<file path="src/rtl/m68k_bus_master.sv">
// m68k_bus_master: turns a local word request into one MC68000-style
// asynchronous bus cycle: address, AS/DS strobes, wait for DTACK/BERR or
// timeout, then recovery.
// Optional feature: define M68K_BUS_ARB_EN to add BR/BG/BGACK bus arbitration
// before each cycle. The default build has no arbitration: BRn and BGACKn are
// tied high and BGn is ignored.
module m68k_bus_master #(
    parameter int unsigned TIMEOUT_CYCLES = 255
) (
    input  logic        clk12,
    input  logic        rst_n,
    input  logic        req,
    input  logic        we,
    input  logic [1:0]  be,
    input  logic [23:1] addr,
    input  logic [15:0] wdata,
    output logic        ack,
    output logic        err,
    output logic [15:0] rdata,
    output logic        busy,
    output logic [23:1] bus_addr,
    output logic [15:0] bus_wdata,
    input  logic [15:0] bus_rdata,
    output logic        ASn,
    output logic        R_Wn,
    output logic        UDSn,
    output logic        LDSn,
    output logic        addr_oe,
    output logic        data_oe,
    input  logic        DTACKn,
    input  logic        BERRn,
    output logic        BRn,
    output logic        BGACKn,
    input  logic        BGn
);

    localparam int unsigned CNT_W = 16;

    typedef enum logic [2:0] {
        S_IDLE,
        S_ARB,
        S_ADDR,
        S_STROBE,
        S_DS,
        S_WAIT,
        S_END,
        S_RECOVER
    } state_t;

    state_t             state_q;
    state_t             state_d;

    logic [1:0]         dtack_sync_q;
    logic [1:0]         berr_sync_q;
    logic               dtack_n_s;
    logic               berr_n_s;

    logic               we_q;
    logic [1:0]         be_q;
    logic               err_flag_q;
    logic               err_flag_d;
    logic [CNT_W-1:0]   cnt_q;
    logic [CNT_W-1:0]   cnt_d;
    logic               timeout_hit;

    logic               load_req;
    logic               load_rdata;
    logic               ack_d;
    logic               err_d;
    logic               busy_d;
    logic               as_n_d;
    logic               uds_n_d;
    logic               lds_n_d;
    logic               r_wn_d;
    logic               addr_oe_d;
    logic               data_oe_d;

`ifdef M68K_BUS_ARB_EN
    logic [1:0]         bg_sync_q;
    logic               bg_n_s;
    logic               br_n_d;
    logic               bgack_n_d;
`endif

    // Two-flop synchronizers for the asynchronous responder inputs (idle high)
    always_ff @(posedge clk12 or negedge rst_n) begin
        if (!rst_n) begin
            dtack_sync_q <= 2'b11;
            berr_sync_q  <= 2'b11;
        end else begin
            dtack_sync_q <= {dtack_sync_q[0], DTACKn};
            berr_sync_q  <= {berr_sync_q[0], BERRn};
        end
    end

    assign dtack_n_s = dtack_sync_q[1];
    assign berr_n_s  = berr_sync_q[1];

`ifdef M68K_BUS_ARB_EN
    // Bus-grant synchronizer
    always_ff @(posedge clk12 or negedge rst_n) begin
        if (!rst_n) begin
            bg_sync_q <= 2'b11;
        end else begin
            bg_sync_q <= {bg_sync_q[0], BGn};
        end
    end

    assign bg_n_s = bg_sync_q[1];
`else
    logic unused_bgn;
    assign unused_bgn = BGn;
    assign BRn        = 1'b1;
    assign BGACKn     = 1'b1;
`endif

    // WAIT has run TIMEOUT_CYCLES cycles once this cycle completes
    assign timeout_hit = (32'(cnt_q) + 32'd1) >= TIMEOUT_CYCLES;

    // State register
    always_ff @(posedge clk12 or negedge rst_n) begin
        if (!rst_n) begin
            state_q <= S_IDLE;
        end else begin
            state_q <= state_d;
        end
    end

    // Next state and next values of the registered bus/handshake outputs
    always_comb begin
        state_d    = state_q;
        load_req   = 1'b0;
        load_rdata = 1'b0;
        cnt_d      = cnt_q;
        err_flag_d = err_flag_q;
        ack_d      = 1'b0;
        err_d      = 1'b0;
        busy_d     = busy;
        as_n_d     = 1'b1;
        uds_n_d    = 1'b1;
        lds_n_d    = 1'b1;
        r_wn_d     = R_Wn;
        addr_oe_d  = addr_oe;
        data_oe_d  = 1'b0;
`ifdef M68K_BUS_ARB_EN
        br_n_d     = 1'b1;
        bgack_n_d  = BGACKn;
`endif

        case (state_q)
            S_IDLE: begin
                r_wn_d    = 1'b1;
                addr_oe_d = 1'b0;
                if (req) begin
                    if (be == 2'b00) begin
                        // Nothing to transfer: fail at once without touching the bus
                        ack_d = 1'b1;
                        err_d = 1'b1;
                    end else begin
                        load_req   = 1'b1;
                        busy_d     = 1'b1;
                        err_flag_d = 1'b0;
`ifdef M68K_BUS_ARB_EN
                        state_d    = S_ARB;
                        br_n_d     = 1'b0;
`else
                        state_d    = S_ADDR;
                        addr_oe_d  = 1'b1;
                        r_wn_d     = ~we;
`endif
                    end
                end
            end

            S_ARB: begin
`ifdef M68K_BUS_ARB_EN
                // Take the bus only once granted and the previous owner's DTACK is gone
                if (!bg_n_s && dtack_n_s) begin
                    state_d   = S_ADDR;
                    bgack_n_d = 1'b0;
                    addr_oe_d = 1'b1;
                    r_wn_d    = ~we_q;
                end else begin
                    br_n_d    = 1'b0;
                end
`else
                state_d   = S_ADDR;
                addr_oe_d = 1'b1;
                r_wn_d    = ~we_q;
`endif
            end

            S_ADDR: begin
                state_d = S_STROBE;
                as_n_d  = 1'b0;
                if (we_q) begin
                    data_oe_d = 1'b1;
                end else begin
                    uds_n_d = ~be_q[1];
                    lds_n_d = ~be_q[0];
                end
            end

            S_STROBE: begin
                as_n_d  = 1'b0;
                uds_n_d = ~be_q[1];
                lds_n_d = ~be_q[0];
                if (we_q) begin
                    state_d   = S_DS;
                    data_oe_d = 1'b1;
                end else begin
                    state_d = S_WAIT;
                    cnt_d   = '0;
                end
            end

            S_DS: begin
                state_d   = S_WAIT;
                cnt_d     = '0;
                as_n_d    = 1'b0;
                uds_n_d   = ~be_q[1];
                lds_n_d   = ~be_q[0];
                data_oe_d = 1'b1;
            end

            S_WAIT: begin
                data_oe_d = we_q;
                if (!berr_n_s) begin
                    state_d    = S_END;
                    err_flag_d = 1'b1;
                end else if (!dtack_n_s) begin
                    state_d    = S_END;
                    load_rdata = ~we_q;
                end else if (timeout_hit) begin
                    state_d    = S_END;
                    err_flag_d = 1'b1;
                end else begin
                    as_n_d  = 1'b0;
                    uds_n_d = ~be_q[1];
                    lds_n_d = ~be_q[0];
                    if (cnt_q != {CNT_W{1'b1}}) begin
                        cnt_d = cnt_q + CNT_W'(1);
                    end
                end
            end

            S_END: begin
                state_d = S_RECOVER;
            end

            S_RECOVER: begin
                // Hand the bus back only after the responder has released both lines
                if (dtack_n_s && berr_n_s) begin
                    state_d   = S_IDLE;
                    ack_d     = 1'b1;
                    err_d     = err_flag_q;
                    busy_d    = 1'b0;
                    addr_oe_d = 1'b0;
                    r_wn_d    = 1'b1;
`ifdef M68K_BUS_ARB_EN
                    bgack_n_d = 1'b1;
`endif
                end
            end

            default: begin
                state_d = S_IDLE;
            end
        endcase
    end

    // Request latches, timeout counter and error flag
    always_ff @(posedge clk12 or negedge rst_n) begin
        if (!rst_n) begin
            we_q       <= 1'b0;
            be_q       <= 2'b00;
            bus_addr   <= '0;
            bus_wdata  <= '0;
            cnt_q      <= '0;
            err_flag_q <= 1'b0;
        end else begin
            if (load_req) begin
                we_q      <= we;
                be_q      <= be;
                bus_addr  <= addr;
                bus_wdata <= wdata;
            end
            cnt_q      <= cnt_d;
            err_flag_q <= err_flag_d;
        end
    end

    // Registered bus strobes, enables and local handshake
    always_ff @(posedge clk12 or negedge rst_n) begin
        if (!rst_n) begin
            ASn     <= 1'b1;
            UDSn    <= 1'b1;
            LDSn    <= 1'b1;
            R_Wn    <= 1'b1;
            addr_oe <= 1'b0;
            data_oe <= 1'b0;
            ack     <= 1'b0;
            err     <= 1'b0;
            busy    <= 1'b0;
        end else begin
            ASn     <= as_n_d;
            UDSn    <= uds_n_d;
            LDSn    <= lds_n_d;
            R_Wn    <= r_wn_d;
            addr_oe <= addr_oe_d;
            data_oe <= data_oe_d;
            ack     <= ack_d;
            err     <= err_d;
            busy    <= busy_d;
        end
    end

    // Read data capture on a clean read completion
    always_ff @(posedge clk12 or negedge rst_n) begin
        if (!rst_n) begin
            rdata <= '0;
        end else if (load_rdata) begin
            rdata <= bus_rdata;
        end
    end

`ifdef M68K_BUS_ARB_EN
    // Arbitration outputs
    always_ff @(posedge clk12 or negedge rst_n) begin
        if (!rst_n) begin
            BRn    <= 1'b1;
            BGACKn <= 1'b1;
        end else begin
            BRn    <= br_n_d;
            BGACKn <= bgack_n_d;
        end
    end
`endif

endmodule

</file>
<file path="config.mk">
export PLATFORM = sky130hd
export DESIGN_NAME = m68k_bus_master
export DESIGN_NICKNAME = d
export VERILOG_FILES = /design/src/rtl/m68k_bus_master.sv
export SDC_FILE = /design/constraint.sdc
export NUM_CORES = 1
export LEC_CHECK = 0
export ABC_AREA = 1
export CELL_PAD_IN_SITES_DETAIL_PLACEMENT = 0
export CELL_PAD_IN_SITES_GLOBAL_PLACEMENT = 2
export CORE_MARGIN = 2
export CORE_UTILIZATION = 30
export CTS_BUF_LIST = sky130_fd_sc_hd__clkbuf_4
export CTS_CLUSTER_DIAMETER = 30
export CTS_CLUSTER_SIZE = 8
export DETAILED_ROUTE_END_ITERATION = 12
export PLACE_DENSITY = 0.94
export SYNTH_ARGS = -nofsm -noshare
export SYNTH_HDL_FRONTEND = slang
export SYNTH_SLANG_ARGS = --single-unit
</file>
<file path="constraint.sdc">
create_clock -name clk12 -period 3.5 [get_ports clk12]
set_input_delay 0.525 -clock clk12 [delete_from_list [all_inputs] [get_ports clk12]]
set_output_delay 0.525 -clock clk12 [all_outputs]
set_load 0.01 [all_outputs]
</file>
After elaboration in Yosys (flattened, before gate mapping)
Cells that the tools add are included.
Widths: inputs -> output; s select.
- bitwise logic cells: 4
- add/subtract/negate cells: 2
- reductions and logical operators: 15
- equal/unequal tests: 19
- order comparisons: 1
- muxes and demuxes: 57
- operators with widths (kind ; count):
    $mux 16 ; 5
    $pmux 16 s3 ; 1
    $mux 1 ; 34
    $pmux 3 s8 ; 1
    $mux 3 ; 6
    $add 16x1->17 const B ; 1
    $ge 17x8->1 const B ; 1
    $add 16x1->16 const B ; 1
    $ne 16x16->1 const B ; 1
    $ne 2x2->1 const B ; 8
    $pmux 1 s3 ; 5
    $eq 3x3->1 const B ; 4
    $pmux 1 s2 ; 5
    $reduce_and 4->1 ; 2
    $eq 3x2->1 const B ; 2
    $ne 3x3->1 const B ; 2
    $reduce_and 6->1 ; 1
    $reduce_bool 3->1 ; 2
    $reduce_and 5->1 ; 1
    $ne 4x4->1 const B ; 1
    $not 1->1 ; 4
    $reduce_bool 2->1 ; 2
    $reduce_or 2->1 ; 2
    $eq 3x1->1 const B ; 1
    other kinds (5) ; 5
- word-level logic and storage cells: 117
- bits in registers: 91
- input bits: 64
- output and inout bits: 66

Logic depth before layout (Yosys ltp)
- depth in word-level cells: 6
- depth in mapped cells: 14
- mapped depth without buffers: 14

Least setup slack after synthesis
OpenSTA, ideal clock, no wires.
- path kind: register to register
- start point: register cnt_q[0]
- end point: register cnt_q[11]
- clock period less this slack: 1.884 ns
- library setup time: 0.125 ns
- arrival: 1.760 ns
- buffers on the path: 2
- stages on the path, launching flop included: 13
- path slack: 1.616 ns
- data required time: 3.375 ns
- cells stage by stage: dfrtp_1 ha_1 nand3_2 nor2_2 nand2_1 xor2_1 nand3_1 nor2_2 nand3_2 nand2_2 buf_6 buf_12 a21oi_2
- longest elaborated chain between the ends: 6
- elaborated cells on any way between the ends: 12
- those cells by class: add/sub: 2; order compare: 1; eq/ne: 3; mux: 5; reduce/logical: 1
- ends and longest elaborated chain (what ; RTL line ; source):
    start: declaration ; 62 ; logic [CNT_W-1:0] cnt_q;
    start signal: assignment ; 288 ; cnt_q <= cnt_d;
    parallel branches: the longest is 6 deep, another holds $add 16x1->17 ; -- ;
Several ways; the timed one is not identified. The select of a mux whose other input is x is not followed.
A chain may end at the register's enable or synchronous reset.

Worst setup path after layout
- start point: register cnt_q[0]
- end point: register cnt_q[7]
Same word-level chain as after synthesis.

==> results_tabular.tex <==
\begin{tabular}{lr}
\hline
Metric & Value \\
\hline
\multicolumn{2}{l}{\textbf{Outcome}} \\
\quad Status & completed \\
\multicolumn{2}{l}{\textbf{Detailed routing}} \\
\quad Via count of the routed design & 3373 \\
\quad Total wire length after detailed routing & 9960 um \\
\quad Detail-routed net length per standard cell & 12.9 um \\
\quad Routed metal-1 wirelength & 4450 um \\
\quad Highest metal layer used by the detailed router & met4 \\
\quad Routed Antenna Nets & 0 \\
\quad Post-DR vias/cell & 4.38 \\
\quad Iteration-0 DRC count of the detailed router & 180 \\
\quad Count of unresolved DRC violations after routing & 0 \\
\quad Met3 wirelength from detailed routing & 795 um \\
\quad Detailed-routing iteration count for the pre-antenna-repair pass & 6 \\
\quad Total met2 wirelength after detailed routing & 4530 um \\
\multicolumn{2}{l}{\textbf{Floorplanning}} \\
\quad Number of top-level design ports & 130 \\
\quad Core outline area & 0.0132 mm2 \\
\quad Die ar. & 0.0145 mm2 \\
\quad Die Wd & 120 um \\
\quad Starting utilization of the core area & 30.7\% \\
\quad Row count & 42 \\
\quad Die height & 120 um \\
\multicolumn{2}{l}{\textbf{Clock tree}} \\
\quad CTS Root Cell & clkbuf\_4 \\
\quad Maximum clock path buffer count & 2 \\
\quad Clk sinks & 91 \\
\quad Insertion delay of the later-clocked pin in the worst-skew pair & 0.46 ns \\
\quad CTS tree & done \\
\quad Clock buffer count from CTS & 9 \\
\quad H-tree depth & 3 \\
\quad Number of buffers inserted for hold repair after clock tree synthesis & 0 \\
\quad Count of instances resized after the clock tree is built & 0 \\
\quad Setup Buffers After CTS & 0 \\
\quad Clock-pin transition on the worst setup and hold timing paths & 0.13 ns \\
\multicolumn{2}{l}{\textbf{Power and ir drop}} \\
\quad Worst-case vdd ir drop & 0.325 mV \\
\quad Power density cells & 689 mW/mm2 \\
\quad Static Leakage & 2.59 nW \\
\multicolumn{2}{l}{\textbf{Critical path}} \\
\quad Crit path capture type & flop \\
\quad Launch point of the worst path & cnt\_q[0] \\
\quad R2R setup slack & 1.02 ns \\
\quad Type of origin of the critical path & flop \\
\quad Crit Reg-Reg Startpoint & cnt\_q[0] \\
\quad Reg-to-reg endpoint & cnt\_q[7] \\
\quad Maximum fanout count along the critical path & 10 \\
\quad Crit path kind & flop to flop \\
\quad Cells on worst reg2reg path & 12 \\
\quad Critical Path AT & 2.85 ns \\
\quad Worst endpoint required time & 3.86 ns \\
\multicolumn{2}{l}{\textbf{STA}} \\
\quad RSZ-0062 raised after global routing & no \\
\quad Setup-violating endpoint count in the final report & 0 \\
\quad Final setup TNS & 0 ns \\
\quad Slew Viols, Final & 0 \\
\quad Hold violation count in the final report & 0 \\
\quad Min cycle time layout & 2.48 ns \\
\quad Actual slew at the worst max-slew pin & 0.758 ns \\
\quad Slack of the critical path & 1.02 ns \\
\quad Crit share post-route & 71.0\% \\
\quad Fmax achieved & 403 MHz \\
\quad Worst relative slew slack & 49.3\% \\
\quad Post-route clock skew & 0.0164 ns \\
\multicolumn{2}{l}{\textbf{Place}} \\
\quad Port bufs & 126 \\
\quad DP HPWL & 7270 um \\
\quad Cell Count Post-Placement & 754 \\
\quad Place WS & 1.07 ns \\
\quad Final weighted congestion of routability-driven global placement & 0.802 \\
\multicolumn{2}{l}{\textbf{Cells and area}} \\
\quad Most common cell after layout, fill and taps aside & nand2\_1 \\
\quad Commonest cells after routing, fill and taps aside & 198 x nand2\_1, 125 x clkdlybuf4s50\_1, 83 x dfrtp\_1 \\
\quad Number of antenna repair diodes & 0 \\
\quad Final standard cell count with taps included and fillers excluded & 770 \\
\quad Fraction of final layout cells with drive strength greater than 1 & 11.4\% \\
\quad Synthesis-to-finish area growth & 37.8\% \\
\quad Fin nets & 655 \\
\multicolumn{2}{l}{\textbf{Yosys}} \\
\quad Yosys reg bits & 91 \\
\quad Synth Instances & 460 \\
\quad Register area share after synthesis & 56.2\% \\
\quad Number of warnings issued by yosys & 0 \\
\quad Post-synthesis cell area & 0.00407 mm2 \\
\quad Average cell area after synthesis & 8.84 um2 \\
\quad Count of flip-flops with a built-in enable after synthesis & 0 \\
\quad Unique cell type count in the Yosys netlist & 34 \\
\quad Share of flip-flops with an asynchronous set or reset & 100\% \\
\quad Most used flip-flop cell after synthesis & dfrtp\_1 \\
\multicolumn{2}{l}{\textbf{GRT}} \\
\quad All-layer global routing usage & 14.4\% \\
\quad Global-route wire length before repair & 16500 um \\
\quad Grt ovf & 0 \\
\quad Pin count of the biggest net entering global routing & 53 \\
\quad Vias in the first global route & 3373 \\
\quad Initial antenna violation count & 0 \\
\multicolumn{2}{l}{\textbf{Min path}} \\
\quad Tightest Hold Check Type & input pin to async pin \\
\multicolumn{2}{l}{\textbf{Flow run}} \\
\quad Maxcap violations & 0 \\
\hline
\end{tabular}
## critical path, cell delays in order, from the launching register on
cell and delay (ns):
dfrtp_1 0.46, ha_1 0.24, nand3_2 0.14, nor2_2 0.19, nand2_1 0.10, xor2_1 0.14, nand3_1 0.10, nor2_2 0.19
nand3_2 0.09, nand2_2 0.24, nand2_1 0.29, nand2_1 0.14, nand2_1 0.05
## cells in the mapped netlist, drive strengths merged (2+ instances only)
library cell | instances | area share (%)
buf | 10 | 2.0
dfstp | 8 | 5.2
nor2 | 43 | 4.6
inv | 25 | 2.3
ha | 2 | 0.62
nor3 | 3 | 0.65
nand4 | 8 | 1.2
dfrtp | 83 | 51
a21oi | 8 | 1.6
nand3 | 25 | 3.6
nand2 | 201 | 19
clkbuf | 4 | 0.37
xor2 | 3 | 0.65
mux2 | 16 | 4.4
o21bai | 2 | 0.37
o21ai | 12 | 1.5
## report_power, final
part	total (mW)	internal, mW	switching (mW)	leakage (nW)
registers	1.66	1.44	0.226	1.15
clock network	0.515	0.159	0.356	0.0623
logic	1.68	0.870	0.809	1.37
## state kept, by name, summed over array words and instances (netlist names)
register / cells
bus_addr: 23
bus_wdata: 16
cnt_q: 16
rdata: 16
state_q: 3
be_q: 2
berr_sync_q: 2
dtack_sync_q: 2
ASn: 1
LDSn: 1
R_Wn: 1
UDSn: 1
ack: 1
addr_oe: 1
busy: 1
data_oe: 1
err: 1
err_flag_q: 1
we_q: 1
## routing by layer
layer | global-route usage (%) | vias to the layer above
li1 | - | 1701
met4 | 6.10 | 0
met1 | 18.7 | 1578
met3 | 5.57 | 15
met2 | 21.6 | 79
met5 | 0 | -
## metrics by stage
stage	power, mW	hold WS (ns)	util (%)	area [um2]
floorplan	2.44	0.229	-	4070
global placement	3.35	0.348	41.5	5490
detailed placement	3.39	0.347	41.5	5490
CTS	3.92	0.0612	42.3	5600
global route	4.16	0.0801	42.3	5600
finish	3.86	0.0626	42.3	5600
## cells by family after synthesis
kind of cell	share of synthesized area, %
AND/OR/NAND/NOR	29.1
adder cells (fa/ha/maj)	0.615
multiplexers	4.43
AO/OA/AOI/OAI	4.03
other	0.0922
XOR/XNOR	0.646
flip-flops	56.2
buffers and inverters	4.80
## worst max path at each step
stage / slack (ns) / end / depth (start not counted)
after global placement: 1.09 / cnt_q[4] / 12
after floorplan: 1.62 / cnt_q[11] / 12
final: 1.02 / cnt_q[7] / 12
after CTS: 1.02 / cnt_q[3] / 12
after global routing: 0.70 / cnt_q[4] / 12
after detailed placement: 1.07 / cnt_q[7] / 12
## layout make-up
cell class	instances	area, um2
timing repair buffer	131	1300
inverter	26	97.6
clock inverter	5	28.8
multi-input combinational	330	1590
tap	176	220
clock buffer	11	82.6
fill	1339	7640
sequential	91	2290
(Power assumes the default switching activity.)
==> RTL edit, RTL diff (config.mk and constraints unchanged) <==
Build with the macro `M68K_BUS_ARB_EN` defined.
--- a/src/rtl/m68k_bus_master.sv
+++ b/src/rtl/m68k_bus_master.sv
@@ -6,2 +6,4 @@
 // tied high and BGn is ignored.
+`define M68K_BUS_ARB_EN
+
 module m68k_bus_master #(
Function: changed (Yosys sat finds a counterexample within 4 cycles, from zero or initial values and one cycle with rst_n low).
==> RTL edit against the original RTL <==
Fmax rose by 6.6%; first-iteration DRC count fell by 8.9%; global-route usage rose by 0.55 points; total power rose by 16%; largest cell class unchanged; wire length rose by 3.4%; area after synthesis rose by 4.4%; die area rose by 4.3%; combinational power rose by 21%; synthesized cell count fell by 14%; worst setup slack improved by 0.15 ns; count of clock-buffer cells in the layout fell by 2; final area rose by 5.3%; sequential cell count rose by 4.
==> RTL edit: results (changes against the original RTL) <==
run_status:
  outcome: "finished clean"
layout:
  fillers: 1299  # -3.0%
  final_area_um2: 5900  # +5.3%
  drive_gt1_frac: 0.217  # +0.102
  num-nets-final: 600  # -8.4%
detailed_routing:
  wl_met2_um: 4770  # +5.4%
  wl_met3_um: 1210  # +52%
  wl_met1_um: 4020  # -9.6%
  firstDrtPassIters: 4  # -2
  via_per_inst: 4.54  # +3.7%
  routed-via-count: 3247  # -3.7%
  drt-total-wl_um: 10300  # +3.4%
  drt_iter0_drc: 164  # -8.9%
power:
  p_leak_nw: 2.60  # +0.28%
  ir_drop_uv: 427  # +32%
  swShare: 0.353  # -0.00733
grt:
  grt_max_degree: 57  # +7.5%
  met3_usage: 0.0729  # +0.0172
  grt_pass1_vias: 3485  # +3.3%
  grt_pass1_wl_um: 17400  # +5.3%
  grtUsageMet1: 0.173  # -0.0140
  track_usage: 0.150  # +0.00552
  grtUsageMet2: 0.234  # +0.0187
yosys:
  synthArstFlopShare: 1.00  # unchanged
  post_synth_most_frequent_cells: "83 x dfrtp_1, 72 x nand2_1, 57 x mux2_2"
  synthDistinctLibCells: 28  # -18%
  synth.avg_cell_area_um2: 10.7  # +22%
  synth_xor_area_frac: 0.00413  # -0.00234
  synth_area_leaders: "dfrtp_1 49%, mux2_2 15%, dfstp_2 7.4%"
  synth-compound-area-share: 0.0413  # +0.000954
  synth_fp_nets: 465
  synthMuxAreaShare: 0.151  # +0.107
  synth_adder_area_share: 0.0177  # +0.0115
clocking:
  path_clk_slew_ns: 0.16  # +0.03 ns
  cts-htree-levels: 3  # unchanged
critical_path:
  r2r_cells: 14  # +2
  crit_arrival_ns: 2.68  # -0.17 ns
  ff2ff_setup_slack_ns: 1.17  # +0.15 ns
  crit_path_max_incr_delay_ns: 0.44  # -0.02 ns
place:
  placed_cells: 699  # -7.3%
  globalplace.congestion: 0.818  # +1.9%
  hpwl_um: 7920  # +8.8%
  postPlaceCellArea_um2: 5740  # +4.5%
  port_buffers: 129  # +2.4%
  post-place-ws_ns: 0.934  # -0.133 ns
hold_path:
  min_path_type: "in2async"
timing:
  finalClockSkew_ns: 0.0219  # +0.00552 ns
==> RTL edit: cell type report <==
cell class | instances | share of cell area
Inverter | 37 | 0.0235
Sequential cell | 95 | 0.405
Clock buffer | 9 | 0.0115
Clock inverter | 7 | 0.0161
Multi-Input combinational cell | 256 | 0.284
Tap cell | 180 | 0.0382
Timing Repair Buffer | 131 | 0.221
==> RTL edit: power by group through the flow <==
| stage | sequential (mW) | combinational [mW] | clock, mW |
|---|---|---|---|
| detailed placement | 1.80 | 2.04 | 0 |
| CTS | 1.78 | 2.05 | 0.685 |
| floorplan | 1.94 | 0.812 | 0 |
| global placement | 1.78 | 2.01 | 0 |
| global route | 1.84 | 2.22 | 0.729 |
| finish | 1.77 | 2.03 | 0.659 |
==> RTL edit: worst max-delay path by stage <==
stage	endpoint	slack (ns)
after floorplan	rdata[10]	1.65
after global placement	bus_addr[4]	1.01
after detailed placement	bus_wdata[0]	0.93
after CTS	cnt_q[14]	1.16
after global routing	cnt_q[14]	0.89
final	cnt_q[14]	1.17
